`config.mk`:
```
export PLATFORM = sky130hd
export DESIGN_NAME = fetch_queue_unit
export DESIGN_NICKNAME = d
export VERILOG_FILES = /design/src/rtl/fetch_queue_unit.sv
export SDC_FILE = /design/constraint.sdc
export NUM_CORES = 1
export LEC_CHECK = 0
export CORE_MARGIN = 2
export CORE_UTILIZATION = 40
export CTS_BUF_LIST = sky130_fd_sc_hd__clkbuf_8
export DETAILED_ROUTE_END_ITERATION = 8
export PLACE_DENSITY = 0.65
export SYNTH_ARGS = -nofsm -noshare
export SYNTH_HDL_FRONTEND = slang
export SYNTH_SLANG_ARGS = --single-unit
```
`constraint.sdc`:
```
create_clock -name clk -period 7.4 [get_ports clk]
set_input_delay 1.48 -clock clk [delete_from_list [all_inputs] [get_ports clk]]
set_output_delay 1.48 -clock clk [all_outputs]
set_load 0.005 [all_outputs]
```
`src/rtl/fetch_queue_unit.sv`:
```
// Decoupled IF-stage fetch engine: owns the PC, issues in-order requests to a
// variable-latency instruction memory and buffers responses in a prefetch FIFO.
module fetch_queue_unit #(
  parameter int          DEPTH     = 4,
  parameter logic [63:0] RESET_PC  = 64'h0,
  parameter logic [31:0] NOP_INSTR = 32'hD503201F
) (
  input  logic        clk,
  input  logic        rst,
  output logic        imem_req,
  output logic [63:0] imem_addr,
  input  logic        imem_gnt,
  input  logic        imem_rvalid,
  input  logic [31:0] imem_rdata,
  input  logic        redirect,
  input  logic [63:0] redirect_addr,
  input  logic        id_stall,
  output logic        if_valid,
  output logic [31:0] if_instr,
  output logic [63:0] if_pcaddr
);
  localparam int AW = $clog2(DEPTH);
  localparam int CW = $clog2(DEPTH + 1);
  localparam logic [CW:0] DEPTH_W = (CW + 1)'(DEPTH);

  logic [63:0]   pc_q, resp_pc;
  logic [31:0]   instr_mem [DEPTH];
  logic [63:0]   pc_mem    [DEPTH];
  logic [AW-1:0] wr_ptr, rd_ptr;
  logic [CW-1:0] count, outstanding, drop_cnt;
  logic [CW:0]   inflight;
  logic [63:0]   redir_pc;
  logic          grant, rv_eff, dropping, push, pop;

  // Queued plus in-flight never exceeds DEPTH, so a response always has a slot.
  assign inflight  = {1'b0, count} + {1'b0, outstanding};
  assign imem_req  = ~rst & ~redirect & (inflight < DEPTH_W);
  assign imem_addr = pc_q;
  assign grant     = imem_req & imem_gnt;
  // A response with nothing outstanding belongs to a pre-reset request.
  assign rv_eff    = imem_rvalid & (outstanding != '0);
  assign dropping  = (drop_cnt != '0);
  assign push      = ~rst & ~redirect & rv_eff & ~dropping;
  assign pop       = ~rst & ~redirect & if_valid & ~id_stall;
  assign redir_pc  = {redirect_addr[63:2], 2'b00};

  assign if_valid  = (count != '0);
  assign if_instr  = if_valid ? instr_mem[rd_ptr] : NOP_INSTR;
  assign if_pcaddr = if_valid ? pc_mem[rd_ptr]    : 64'h0;

  always_ff @(posedge clk) begin
    if (rst) begin
      pc_q        <= RESET_PC;
      resp_pc     <= RESET_PC;
      wr_ptr      <= '0;
      rd_ptr      <= '0;
      count       <= '0;
      outstanding <= '0;
      drop_cnt    <= '0;
    end else if (redirect) begin
      // Everything still in flight now belongs to the wrong path.
      pc_q        <= redir_pc;
      resp_pc     <= redir_pc;
      wr_ptr      <= '0;
      rd_ptr      <= '0;
      count       <= '0;
      outstanding <= outstanding - CW'(rv_eff);
      drop_cnt    <= drop_cnt + outstanding - CW'(rv_eff);
    end else begin
      if (grant) pc_q <= pc_q + 64'd4;
      outstanding <= outstanding + CW'(grant) - CW'(rv_eff);
      if (rv_eff && dropping) drop_cnt <= drop_cnt - CW'(1);
      if (push) begin
        wr_ptr  <= wr_ptr + AW'(1);
        resp_pc <= resp_pc + 64'd4;
      end
      if (pop) rd_ptr <= rd_ptr + AW'(1);
      count <= count + CW'(push) - CW'(pop);
    end
  end

  always_ff @(posedge clk) begin
    if (push) begin
      instr_mem[wr_ptr] <= imem_rdata;
      pc_mem[wr_ptr]    <= resp_pc;
    end
  end
endmodule

```
==> run_results.csv, run 1 <==
group,metric,value,unit
drt,drt_iter0_drc,1023,
timing,setup_viol,0,
setup_path,worstPathCellList,"buf_4, mux4_2, and2_1, clkdlybuf4s50_1",
logic_synthesis,synthArstFlopShare,0,
logic_synthesis,synth_flop_cell,"edfxtp_1",
timing,tightest_slew,1.095,ns
timing,period_needed,4.961,ns
drt,postRouteAntennaNets,0,
drt,viasPerCell,5.486,
logic_synthesis,ys_types,70,
clock_tree,post-cts-setup-buffers,0,
floorplanning,fp.dieArea,57760,um2
clock_tree,cts_hold_buf,0,
place,dp.cells,2585,
global_routing,grt_pass1_vias,14870,
clock_tree,cts_resized,0,
setup_path,slowest_delay,0.75,ns
timing,slew_viol_final,0,
clock_tree,cts.path.max_buffers,3,
timing,holdWs,0.4933,ns
place,place.gp.congestion,0.8481,
logic_synthesis,synth_fa_ha_area_frac,0.01333,
power_and_ir_drop,p_comb_frac,0.099,
timing,worst_slew_margin_rel,0.2634,
global_routing,antenna_found_initial,0,
setup_path,crit_family,"buffers and inverters",
logic_synthesis,postSynthCellCount,1652,
place,io_buffers,257,
final_layout,layout-drive-gt1-share,0.1382,
setup_path,crit_fanout,37,
clock_tree,clk_pin_slew_worst_paths,0.06,ns
floorplanning,start_util,0.4047,
drt,firstDrtPassIters,5,
global_routing,grt_pass1_wl,88460,um
setup_path,cp.required,5.92,ns
drt,drc,0,
drt,wl,58070,um
min_path,min_path_type,"flop to flop",
final_layout,diodes,0,
logic_synthesis,ys_warn_count,0,
power_and_ir_drop,pwr-share-seq,0.522,
power_and_ir_drop,switching_power,1.596,mW
clock_tree,clkSinkCount,515,
setup_path,arrival,3.48,ns
setup_path,start_kind,"flop",
power_and_ir_drop,swShare,0.2507,
logic_synthesis,yosysSeqAreaShare,0.6299,
setup_path,cp_slowest_cell,"dfxtp_4",
logic_synthesis,avgSynthCellArea,13.52,um2
timing,final.setup.tns,0,ns
floorplanning,rows,86,
final_layout,fin_cells,2745,
timing,clock_skew,0.03452,ns
power_and_ir_drop,p_total,6.365,mW
timing,post-route-period-util,0.6704,
final_layout,mostFrequentLayoutCell,"edfxtp_1",
power_and_ir_drop,p_clk_frac,0.379,
status,status,"complete, no violations",
global_routing,grt_overflow,0,
logic_synthesis,synth_seq_cells,515,
place,dp_hpwl,38150,um
power_and_ir_drop,vdd_drop_max,0.0001274,V
floorplanning,core-area,55200,um2
clock_tree,cts_made_buffers,90,
clock_tree,cts_tree,"done",
logic_synthesis,synth_edf_count,376,
clock_tree,insertion_delay,0.66,ns
setup_path,path_class,"flop to primary output",
final_layout,area_delta_synth_final,22.26,%
logic_synthesis,synth_top_family_by_area,"simple AND/OR/NAND/NOR gates",
logic_synthesis,synth_xor_xnor_area_share,0.02666,
floorplanning,die_x,240.3,um
clock_tree,htreeDepth,3,
logic_synthesis,synth-simple-area-share,0.1412,
logic_synthesis,syn-cell-area,22340,um2
timing,final_hold_viol_count,0,
drt,num_vias,15060,
logic_synthesis,synth_compound_area_frac,0.06664,
power_and_ir_drop,intPower,4.769,mW
global_routing,grt_max_degree,83,
timing,grt_setup_unrepaired,"false",
power_and_ir_drop,powerDensity,233.0,nW/um2
timing,fmax,201.6,MHz
job,maxCapViolCount,0,
setup_path,critPathCaptureType,"primary output",
logic_synthesis,synthMuxAreaShare,0.09857,
global_routing,grtUsageTotal,0.2018,
drt,wl_per_cell,21.16,um
power_and_ir_drop,leakage,8.885,nW
final_layout,layout_common_cells,"edfxtp_1 (376), clkdlybuf4s50_1 (255), dfxtp_1 (137)",
clock_tree,cts-root-buf,"clkbuf_8",
final_layout,fin_nets,2053,
setup_path,path_buf_inv,2,
floorplanning,io_pins,264,
floorplanning,die_h,240.3,um
==> cell type report <==
type | count | area (um2)
Fill cell | 4768 | 27890
Clock buffer | 100 | 1376
Inverter | 30 | 112.6
Timing Repair Buffer | 283 | 2760
Multi-Input combinational cell | 1009 | 7769
Clock inverter | 60 | 280.3
Sequential cell | 515 | 14080
Tap cell | 748 | 935.9
==> power groups by stage <==
stage / logic [mW] / clock network [mW] / registers [mW]
after detailed placement: 0.633 / 0 / 3.38
final: 0.632 / 2.41 / 3.32
after CTS: 0.637 / 2.48 / 3.32
after global routing: 0.703 / 2.59 / 3.34
after global placement: 0.623 / 0 / 3.37
after floorplan: 0.374 / 0 / 3.34
==> synthesized netlist by cell type (4+ instances only) <==
library cell | n | share of area
mux2i_1 | 4 | 0.0018
o21ai_0 | 40 | 0.0090
nor4b_1 | 4 | 0.0016
mux4_2 | 94 | 0.095
and3_1 | 22 | 0.0062
nand4b_1 | 4 | 0.0016
or3_1 | 18 | 0.0050
nor2_1 | 86 | 0.014
ha_1 | 19 | 0.011
buf_2 | 7 | 0.0016
nand3b_1 | 4 | 0.0013
clkbuf_1 | 70 | 0.012
or2_2 | 15 | 0.0042
edfxtp_1 | 376 | 0.51
nand4_1 | 59 | 0.017
nor3_1 | 27 | 0.0060
nand2_1 | 120 | 0.020
nor4_1 | 18 | 0.0050
and4_1 | 17 | 0.0067
a211oi_1 | 23 | 0.0077
mux2_2 | 4 | 0.0020
and2_1 | 98 | 0.027
a41oi_1 | 6 | 0.0024
o31a_1 | 4 | 0.0016
nand3_1 | 59 | 0.013
o21bai_1 | 4 | 0.0013
xnor2_1 | 36 | 0.014
a21boi_0 | 8 | 0.0027
dfxtp_1 | 139 | 0.12
a31oi_1 | 38 | 0.011
o31ai_1 | 7 | 0.0024
o211ai_1 | 13 | 0.0044
inv_1 | 26 | 0.0044
o22ai_1 | 10 | 0.0028
xor2_1 | 32 | 0.013
buf_4 | 4 | 0.0013
or4_1 | 8 | 0.0027
a21oi_1 | 54 | 0.012
a21o_1 | 7 | 0.0024
buf_1 | 17 | 0.0029
o311ai_0 | 4 | 0.0016
==> through the flow <==
stage / setup slack, ns / area (um2) / util
after floorplan: 2.133 / 22350 / -
after global placement: 2.469 / 25660 / 0.4648
after detailed placement: 2.502 / 25660 / 0.4648
after CTS: 2.267 / 27310 / 0.4948
after global routing: 2.155 / 27310 / 0.4948
final: 2.439 / 27310 / 0.4948
==> tightest hold or removal path, stage by stage (launching register included) <==
cell and delay [ns]:
dfxtp_1 0.33, nand2_1 0.06, a21oi_1 0.05
==> cells by family after synthesis <==
family / count (synthesis)
AO/OA/AOI/OAI: 233
XOR/XNOR: 68
adder cells (fa/ha/maj): 22
buffers and inverters: 131
flip-flops: 515
multiplexers: 102
other: 1
AND/OR/NAND/NOR: 580
==> state kept, by name, summed over array words and instances (netlist names), named ones only <==
signal       flops
count            3
outstanding      3
instr_mem      128
pc_mem         248
drop_cnt         3
wr_ptr           2
imem_addr       62
resp_pc         62
rd_ptr           2
==> layer usage <==
| layer | routed length (um) | track usage | vias to the layer above |
|---|---|---|---|
| met5 | 0 | 0 | - |
| met4 | 1225 | 0.06606 | 0 |
| met3 | 4359 | 0.04340 | 91 |
| met2 | 26620 | 0.3091 | 571 |
| met1 | 25870 | 0.2863 | 7465 |
| li1 | - | - | 6931 |
==> worst paths after layout <==
check / from / endpoint / slack (ns) / cells past startpoint
max reg2reg: drop_cnt[0] / count[2] / 4.14 / 12
max: flop / if_pcaddr[24] / 2.44 / 4
min: wr_ptr[1] / wr_ptr[1] / 0.49 / 2
min reg2reg: wr_ptr[1] / wr_ptr[1] / 0.49 / 2
(Power assumes the default switching activity.)
==> inputs of run 2 (changes only) <==
- clock period: 7.4 -> 5.1 ns (I/O delays scaled with it)
==> run_results.csv, run 2 (synthesis gave the netlist of run 1 again) <==
group,metric,value,unit
drt,wl_per_cell,21.22,um
setup_path,start_kind,"flop",
floorplanning,start_util,0.4047,
global_routing,grt_max_degree,72,
global_routing,grt_overflow,0,
drt,num_vias,15160,
floorplanning,die_x,240.3,um
global_routing,busiest_layer,"met2",
clock_tree,clk_pin_slew_worst_paths,0.06,ns
clock_tree,cts_hold_buf,0,
setup_path,worstPathCellList,"buf_4, mux4_2, or2_2, clkdlybuf4s50_1",
setup_path,path_class,"flop to primary output",
setup_path,crit_family,"buffers and inverters",
global_routing,grtUsageTotal,0.2020,
setup_path,crit_fanout,22,
drt,firstDrtPassIters,6,
floorplanning,rows,86,
power_and_ir_drop,vdd_drop_max,0.0001422,V
place,io_buffers,257,
power_and_ir_drop,leakage,8.910,nW
status,status,"complete, no violations",
final_layout,regArea,14080,um2
final_layout,area_delta_synth_final,22.65,%
global_routing,grt_util_met1,0.2831,
final_layout,final_core_util,0.4964,
setup_path,cp.required,4.08,ns
setup_path,arrival,3.11,ns
final_layout,largest_reg_flops,248,
clock_tree,cts.path.max_buffers,3,
clock_tree,post-cts-setup-buffers,0,
min_path,min_path_type,"flop to flop",
clock_tree,cts_tree,"done",
global_routing,grtUsageMet3,0.04018,
drt,postRouteAntennaNets,0,
timing,setup_viol,0,
final_layout,fillCellCount,4834,
timing,slew_viol_final,0,
timing,clock_skew,0.04169,ns
global_routing,grt_pass1_vias,15110,
global_routing,antenna_found_initial,5,
timing,post-route-period-util,0.8099,
clock_tree,cts_resized,0,
clock_tree,insertion_delay,0.65,ns
setup_path,critPathCaptureType,"primary output",
timing,final_hold_viol_count,0,
timing,worst_slew_margin_rel,0.1661,
floorplanning,core-area,55200,um2
final_layout,largest_register,"pc_mem",
drt,viasPerCell,5.507,
setup_path,path_buf_inv,2,
timing,grt_setup_unrepaired,"false",
global_routing,grt_pass1_wl,88490,um
place,dp_hpwl,39030,um
setup_path,slowest_delay,0.66,ns
final_layout,reg.largest.list,"pc_mem: 248 flops, instr_mem: 128 flops",
final_layout,fin_nets,2055,
final_layout,layout_common_cells,"edfxtp_1 (376), clkdlybuf4s50_1 (255), dfxtp_1 (137)",
clock_tree,htreeDepth,3,
setup_path,cp_slowest_cell,"dfxtp_4",
job,maxCapViolCount,0,
final_layout,layout-drive-gt1-share,0.1419,
floorplanning,fp.dieArea,57760,um2
clock_tree,clkSinkCount,515,
clock_tree,cts-root-buf,"clkbuf_8",
timing,fmax,242.1,MHz
drt,wl,58390,um
clock_tree,cts_made_buffers,85,
place,place.gp.congestion,0.8574,
final_layout,mostFrequentLayoutCell,"edfxtp_1",
global_routing,grt_use_met2,0.3141,
floorplanning,die_h,240.3,um
drt,drt_iter0_drc,1228,
floorplanning,io_pins,264,
final_layout,multi_input_area,7769,um2
power_and_ir_drop,powerDensity,336.7,nW/um2
timing,final.setup.tns,0,ns
timing,period_needed,4.131,ns
timing,tightest_slew,1.246,ns
drt,drc,0,
run 2: final timing paths:
check / start / to / slack, ns / depth (start not counted)
worst min register to register: wr_ptr[1] / wr_ptr[1] / 0.51 / 2
worst min-delay path: wr_ptr[1] / wr_ptr[1] / 0.51 / 2
worst max-delay path: flop / if_instr[28] / 0.97 / 4
worst max register to register: resp_pc[2] / resp_pc[42] / 2.06 / 7
run 2: area by class of cell:
class,count,share of cell area
tap,748,0.03415
inverter,30,0.004109
antenna,3,0.0002740
sequential,515,0.5139
timing repair buffer,290,0.1045
clock inverter,62,0.01192
clock buffer,95,0.04771
multi-input combinational,1009,0.2835
run 2: layer usage:
layer,wire length [um],vias to the layer above
met3,4145,103
li1,-,6947
met5,13,-
met1,26060,7509
met4,1373,2
met2,26800,594
run 2: metrics by stage:
step / hold WS (ns) / power [mW] / setup WS (ns) / instances / cell area [um2]
2_1_floorplan: 0.4690 / 5.390 / 0.2929 / 1655 / 22350
5_1_grt: 0.5220 / 9.627 / 0.7441 / 2750 / 27400
3_3_place_gp: 0.4772 / 5.798 / 1.214 / 2592 / 25760
3_5_place_dp: 0.5022 / 5.827 / 1.219 / 2592 / 25760
6_report: 0.5082 / 9.226 / 0.9693 / 2752 / 27400
4_1_cts: 0.5102 / 9.333 / 0.8326 / 2749 / 27400
run 2: where the power goes:
group          switching (mW)  internal (mW)
logic                   0.488          0.433
registers               0.171           4.65
clock network            1.67           1.82
run 2: worst min-delay path: stages, from the launching register on:
cell and delay (ns):
dfxtp_1 0.34, nand2_1 0.06, a21oi_1 0.06
==> inputs of run 3 (changes only) <==
- PLACE_DENSITY: 0.65 -> 0.68
- clock period: 5.1 -> 3.4 ns (I/O delays scaled with it)
==> run_results.csv, run 3 (synthesis gave the netlist of run 1 again) <==
group,metric,value,unit
power_and_ir_drop,p_total,13.53,mW
clock_tree,insertion_delay,0.64,ns
clock_tree,cts-root-buf,"clkbuf_8",
timing,fmax,305.3,MHz
final_layout,fin_nets,2071,
floorplanning,io_pins,264,
drt,viasPerCell,5.520,
timing,holdWs,0.3839,ns
timing,final_hold_viol_count,0,
setup_path,cp.required,2.72,ns
final_layout,layout-drive-gt1-share,0.1459,
floorplanning,fp.dieArea,57760,um2
clock_tree,cts_made_buffers,85,
power_and_ir_drop,vdd_drop_max,0.0002405,V
place,io_buffers,257,
drt,postRouteAntennaNets,0,
setup_path,path_class,"flop to primary output",
timing,worst_slew_margin_rel,0.4809,
floorplanning,core-area,55200,um2
floorplanning,die_x,240.3,um
place,dp_hpwl,38550,um
drt,wl_per_cell,21.19,um
final_layout,area_delta_synth_final,23.63,%
setup_path,arrival,2.60,ns
global_routing,grt_max_degree,83,
floorplanning,die_h,240.3,um
final_layout,largest_reg_flops,248,
timing,tightest_slew,0.7770,ns
final_layout,diodes,0,
status,status,"complete, no violations",
min_path,min_path_type,"input pin to flop",
global_routing,antenna_found_initial,1,
floorplanning,start_util,0.4047,
global_routing,grt_overflow,0,
clock_tree,htreeDepth,3,
clock_tree,cts.path.max_buffers,3,
setup_path,critPathCaptureType,"primary output",
final_layout,mostFrequentLayoutCell,"edfxtp_1",
final_layout,reg.largest.list,"pc_mem: 248 flops, instr_mem: 128 flops",
drt,firstDrtPassIters,6,
timing,clock_skew,0.02423,ns
timing,post-route-period-util,0.9633,
global_routing,grt_pass1_wl,88240,um
setup_path,start_kind,"flop",
timing,grt_setup_unrepaired,"false",
clock_tree,clk_pin_slew_worst_paths,0.06,ns
place,place.gp.congestion,0.8667,
job,maxCapViolCount,0,
drt,drc,0,
power_and_ir_drop,leakage,9.564,nW
final_layout,layout_common_cells,"edfxtp_1 (376), clkdlybuf4s50_1 (206), dfxtp_1 (137)",
setup_path,crit_fanout,28,
timing,setup_viol,0,
floorplanning,rows,86,
global_routing,grt_pass1_vias,15290,
global_routing,grtUsageTotal,0.2007,
power_and_ir_drop,powerDensity,489.8,nW/um2
timing,slew_viol_final,0,
drt,wl,58540,um
drt,drt_iter0_drc,1092,
drt,num_vias,15250,
clock_tree,cts_tree,"done",
clock_tree,clkSinkCount,515,
final_layout,largest_register,"pc_mem",
timing,period_needed,3.275,ns
run 3: cell count changes in the layout (fill, tap and decap cells not counted), moves of 5 or more:
| cell | delta |
|---|---|
| buf_12 | +7 |
| buf_4 | +6 |
| clkbuf_8 | -5 |
| clkdlybuf4s50_1 | -49 |
| dlygate4sd2_1 | +14 |
| dlymetal6s2s_1 | +35 |
| inv_1 | +10 |
run 3: what timing repair did:
action	4_1_cts	5_1_grt
hold buffers	0	0
resized for setup	18	36
gates cloned	1	0
buffers inserted	0	0
setup endpoints to repair	40	36
run 3: critical path: stages, from the launching register on:
cell and delay, ns:
dfxtp_4 0.46, buf_16 0.27, mux4_2 0.52, and2_1 0.16, clkdlybuf4s50_1 0.52
run 3: final cells by class:
type,count,area [um2]
Fill cell,4742,27580
Tap cell,748,935.9
Multi-Input combinational cell,1009,7776
Inverter,30,112.6
Clock buffer,90,1239
Sequential cell,515,14080
Clock inverter,65,275.3
Timing Repair Buffer,306,3201
run 3: final timing paths:
check,startpoint,slack [ns],depth (start not counted),end
max,flop,0.12,4,if_pcaddr[28]
min,redirect,0.38,3,drop_cnt[0]
max reg2reg,outstanding[2],0.56,12,outstanding[2]
min reg2reg,wr_ptr[1],0.52,2,wr_ptr[1]
run 3: through the flow:
| stage | setup TNS, ns | worst slack (ns) | cell area, um2 | util | instances |
|---|---|---|---|---|---|
| 3_5_place_dp | 0 | 0.2845 | 25990 | 0.4708 | 2607 |
| 2_1_floorplan | -15.24 | -0.04052 | 22360 | - | 1655 |
| 6_report | 0 | 0.1248 | 27620 | 0.5004 | 2763 |
| 3_3_place_gp | 0 | 0.3419 | 25990 | 0.4708 | 2607 |
| 4_1_cts | -0.2814 | -0.02519 | 27530 | 0.4987 | 2763 |
| 5_1_grt | 0 | 0.002426 | 27620 | 0.5004 | 2763 |
run 3: routing by layer:
layer | part of all wire | vias up | wire (um) | global-route usage
li1 | - | 6961 | - | -
met1 | 0.44 | 7572 | 25720 | 0.2729
met2 | 0.47 | 620 | 27260 | 0.3227
met3 | 0.069 | 99 | 4068 | 0.03846
met4 | 0.025 | 0 | 1491 | 0.06964
met5 | 0 | - | 0 | 0
run 3: power by group:
| group | total [mW] | internal [mW] | leakage, nW | switching (mW) |
|---|---|---|---|---|
| clock | 4.88 | 2.45 | 0.907 | 2.43 |
| sequential | 7.21 | 6.97 | 4.58 | 0.240 |
| combinational | 1.43 | 0.670 | 4.08 | 0.764 |
| total | 13.5 | 10.1 | 9.56 | 3.44 |
==> RTL change 1: new RTL, settings of run 2 <==
The parameter `DEPTH` goes from 4 to 16.
--- a/src/rtl/fetch_queue_unit.sv
+++ b/src/rtl/fetch_queue_unit.sv
@@ -2,5 +2,5 @@
 // variable-latency instruction memory and buffers responses in a prefetch FIFO.
 module fetch_queue_unit #(
-  parameter int          DEPTH     = 4,
+  parameter int          DEPTH     = 16,
   parameter logic [63:0] RESET_PC  = 64'h0,
   parameter logic [31:0] NOP_INSTR = 32'hD503201F
Behaviour: no difference found for any inputs over 4 cycles, from zero or initial values and one cycle with rst high; that may be too few to reach the edited logic, so the function may still have changed.
==> RTL change 1 against run 2 <==
Cell area grew to 2.8 times the old value; sequential share of layout area increased by 12 points; clock power grew to 2.9 times the old value; final cell count rose by 120%; global-route usage decreased by 0.99 points; synthesized cell count is 100% higher; register-to-register slack worse by 0.54 ns; power rose to 2.9 times the old value; critical path type unchanged; routed wire length grew to 2.8 times the old value; sequential cell count rose by 1140; count of clock-buffer cells in the layout is 156 higher; area after synthesis grew to 2.9 times the old value; worst setup slack lost 0.77 ns.
==> RTL change 1: results (changes against run 2) <==
| Metric | Value |
|---|---|
| Resized cells post-CTS | 0 (unchanged) |
| Clk_lat worst skew | 0.96 ns (was 0.65 ns) |
| Seq. cell area | 0.0482 mm² (was 0.0141 mm²) |
| # nets final | 3876 (was 2055) |
| TritonRoute pass-1 iters | 6 (unchanged) |
| Vias in the first global route | 34800 (was 15100) |
| I/O Buffers | 257 (unchanged) |
| Dpl cell area | 0.0720 mm² (was 0.0258 mm²) |
| H-tree lvl count | 4 (was 3) |
| First-pass GRT wire length | 236 mm (was 88.5 mm) |
| GRT Total Usage | 19.2% (was 20.2%) |
| Vias per Instance | 5.63 (was 5.51) |
| Iter 0 DRT Violations | 3740 (was 1228) |
| Switch Pwr | 6120 µW (was 2330 µW) |
| Yosys warns | 0 (unchanged) |
| Max-slew headroom at the worst pin | 31.5% (was 16.6%) |
| Setup Skew | 0.0596 ns (was 0.0417 ns) |
| Wirelength, routed | 162 mm (was 58.4 mm) |
| CP max FO | 60 (was 22) |
| Seq/Total Area, Yosys | 73.2% (was 63.0%) |
| Initial antenna violation count | 9 (was 5) |
| Filler cell count in the final layout | 13600 (was 4834) |
| Peak supply drop | 0.260 mV (was 0.142 mV) |
| Dpl hpwl | 90.3 mm (was 39.0 mm) |
| Ratio of cells with drive above 1 in the final layout | 23.9% (was 14.2%) |
| Number of enable flip-flop cells after synthesis | 1504 (was 376) |
| HP Class | primary input to register (was register to register) |
| Top cells by area, synth | edfxtp_1, mux4_2, dfxtp_1 (was edfxtp_1, dfxtp_1, mux4_2) |
| Synth cell count leaders | edfxtp_1, mux4_2, dfxtp_1 (was edfxtp_1, dfxtp_1, nand2_1) |
| WP data arrival | 3.88 ns (was 3.11 ns) |
| Biggest regs | pc_mem (992), instr_mem (512) (was pc_mem (248), instr_mem (128)) |
| Root Buffer | clkbuf_8 (unchanged) |
| Routability cong. | 0.866 (was 0.857) |
| CTS Buf Count | 241 (was 85) |
| Biggest register | pc_mem (unchanged) |
| Clk pin slew, worst setup/hold paths | 0.06 ns (about the same) |
| FFs w/ async S/R, synth | 0% (unchanged) |
| CTS max path bufs | 3 (unchanged) |
| Outcome | completed (unchanged) |
| P_leak | 0.0236 µW (was 0.00891 µW) |
| Pin count of the biggest net entering global routing | 82 (was 72) |
| Netlist cell types | 75 (was 70) |
## RTL change 1: layout make-up
cell class / instances / share of cell area, %
multi-input combinational: 1418 / 22.0
tap: 2175 / 3.55
sequential: 1655 / 63.0
clock inverter: 197 / 1.39
inverter: 63 / 0.314
timing repair buffer: 356 / 5.25
antenna: 3 / 0.00981
clock buffer: 251 / 4.51
## RTL change 1: repair_timing
action                                 in CTS  in global routing
buffers inserted                            4                  0
endpoints found under the hold margin       0                  0
setup endpoints to repair                   1                  0
## RTL change 1: cells by family after synthesis
group,count (synthesis),synth area share [%]
DFF,1655,73.2
and+or+nand+nor,551,4.58
muxes,478,16.2
AOI/OAI and AO/OA,248,2.47
buffers and inverters,240,1.43
xor gates and xnor gates,98,1.30
adders and majority gates,39,0.776
other,1,0.00570
## RTL change 1: path summary, 6_finish.rpt
| kind | startpoint | end | slack (ns) | depth (start not counted) |
|---|---|---|---|---|
| min | redirect | resp_pc[61] | 0.47 | 2 |
| max reg2reg | outstanding[4] | outstanding[4] | 1.52 | 16 |
| max | register | if_instr[6] | 0.20 | 6 |
| min reg2reg | rd_ptr[3] | register | 0.53 | 2 |
## RTL change 1: power groups by stage
stage	clock (µW)	combinational (µW)	sequential, µW
floorplan	0	832	15500
global placement	0	1420	15600
detailed placement	0	1430	15600
CTS	10200	1440	15300
global route	10800	1580	15400
finish	9950	1420	15400
## RTL change 1: critical path, stage by stage, from the launching register on
cell and delay (ns):
dfxtp_4 0.62, buf_12 0.31, buf_12 0.35, mux4_2 0.38
mux4_2 0.45, and2_1 0.22, clkdlybuf4s50_1 0.49
## RTL change 1: stage by stage
step                std cells  power, µW  setup TNS [ns]  worst slack (ns)  hold WS, ns
floorplan                3313      16300         -133.58            -0.163        0.485
global placement         5663      17000               0             0.957        0.501
detailed placement       5663      17100               0              1.01        0.520
CTS                      6115      27000               0             0.134        0.355
global route             6117      27700               0             0.100        0.423
finish                   6118      26700               0             0.195        0.467
## RTL change 1: per-layer routing
metal | up-vias | wire, µm | GRT usage [%]
li1 | 14500 | - | -
met4 | 0 | 3030 | 5.42
met3 | 198 | 13300 | 3.64
met2 | 1496 | 77700 | 30.5
met1 | 18200 | 68300 | 27.2
met5 | - | 0 | 0
==> RTL change 2: new RTL, settings of run 2 <==
Made on the original files. Reset style: asynchronous (`rst`), changed in one clocked block.
--- a/src/rtl/fetch_queue_unit.sv
+++ b/src/rtl/fetch_queue_unit.sv
@@ -49,5 +49,5 @@
   assign if_pcaddr = if_valid ? pc_mem[rd_ptr]    : 64'h0;
 
-  always_ff @(posedge clk) begin
+  always_ff @(posedge clk or posedge rst) begin
     if (rst) begin
       pc_q        <= RESET_PC;
Behaviour: differs if rst is asserted again (counterexample within 4 cycles, from zero or initial values and one cycle with rst high); with rst held inactive, the same outputs for 4 cycles.
==> RTL change 2 against run 2 <==
Sequential cell count is 2 lower; area after synthesis is 0.96% higher; maximum frequency is 1.2% lower; worst setup slack worse by 0.051 ns; core utilization is 0.42 points lower; synthesized cell count is 5.8% lower; highest routed layer is now met4; power is 3.6% higher; critical path type unchanged; critical path depth stayed put; cell area is 0.70% higher; routed wire length is 4.0% higher.
==> RTL change 2: results (changes against run 2) <==
| Metric | Value |
|---|---|
| Met1 GRT Util | 28.7% (was 28.3%) |
| Synth cell count leaders | edfxtp_1, nand2_1, dfrtp_1 (was edfxtp_1, dfxtp_1, nand2_1) |
| CP max FO | 29 (was 22) |
| Dpl cell area | 0.0261 mm² (was 0.0258 mm²) |
| Setup Skew | 0.0454 ns (was 0.0417 ns) |
| Worst r2r dst | resp_pc[54] (was resp_pc[42]) |
| Synth top area share | 50.1% (was 50.5%) |
| Ratio of cells with drive above 1 in the final layout | 14.9% (was 14.2%) |
| Initial antenna violation count | 1 (was 5) |
| Sw frac | 26.6% (was 25.2%) |
| P_comb | 1340 µW (was 920 µW) |
| Routability cong. | 0.851 (was 0.857) |
| Hold Path Depth | 1 (was 2) |
| Hold Path End | drop_cnt[2] (was wr_ptr[1]) |
| HP Start | drop_cnt[2] (was wr_ptr[1]) |
| Clk_lat worst skew | 0.68 ns (was 0.65 ns) |
| Wire length on met1 | 25.9 mm (was 26.1 mm) |
| DR top layer | met4 (was met5) |
| Met3 wire length | 4.94 mm (was 4.15 mm) |
| Actual slew at the worst max-slew pin | 1.13 ns (was 1.25 ns) |
| Post-Synth Adder-Cell Area | 1.32% (was 1.33%) |
| GRT Total Usage | 20.9% (was 20.2%) |
| WP data arrival | 3.16 ns (was 3.11 ns) |
| Vias in the first global route | 14600 (was 15100) |
| Iter 0 DRT Violations | 1289 (was 1228) |
| # nets final | 1975 (was 2055) |
| WL/cell | 22.7 µm (was 21.2 µm) |
| Peak Freq | 239 MHz (was 242 MHz) |
| CTS Buf Count | 82 (was 85) |
| Met2 wire len | 28.3 mm (was 26.8 mm) |
| Top cells by area, synth | edfxtp_1, dfrtp_1, mux4_2 (was edfxtp_1, dfxtp_1, mux4_2) |
| DP Cell Count | 2523 (was 2592) |
| Outcome | completed (unchanged) |
| GR Util met3 | 5.40% (was 4.02%) |
| Worst slack at placement | 1.30 ns (was 1.22 ns) |
| Worst flop-to-flop path startpoint | resp_pc[2] (unchanged) |
| Post-synthesis mux area share | 9.97% (was 9.86%) |
| Vias per Instance | 5.57 (was 5.51) |
| Hold WS | 0.476 ns (was 0.508 ns) |
| Seq/Total Area, Yosys | 65.3% (was 63.0%) |
| Dpl hpwl | 41.5 mm (was 39.0 mm) |
| FF-to-FF setup slack | 2.16 ns (was 2.06 ns) |
## RTL change 2: changes by cell type in the layout (fill, tap and decap cells not counted), moves of 19 or more
cell / run 2 / this run
a211oi_1: 23 / 0
a21oi_1: 54 / 17
a31oi_1: 38 / 14
dfrtp_1: 0 / 135
dfxtp_1: 137 / 0
nand2_1: 120 / 151
nor2_1: 86 / 46
o211ai_1: 13 / 35
o21ai_0: 40 / 77
o311ai_0: 4 / 23
o311ai_1: 0 / 20
## RTL change 2: worst max-delay path: stages (launching register included)
cell	delay (ns)
dfrtp_4	0.83
buf_4	0.36
mux4_2	0.54
or2_2	0.29
clkdlybuf4s50_1	0.44
## RTL change 2: area by class of cell
cell class	count	area (µm²)
clock inverter	58	249
timing repair buffer	289	2910
antenna	1	2.50
fill	4835	28500
tap	756	946
inverter	28	109
sequential	513	14700
multi-input combinational	937	7410
clock buffer	90	1240
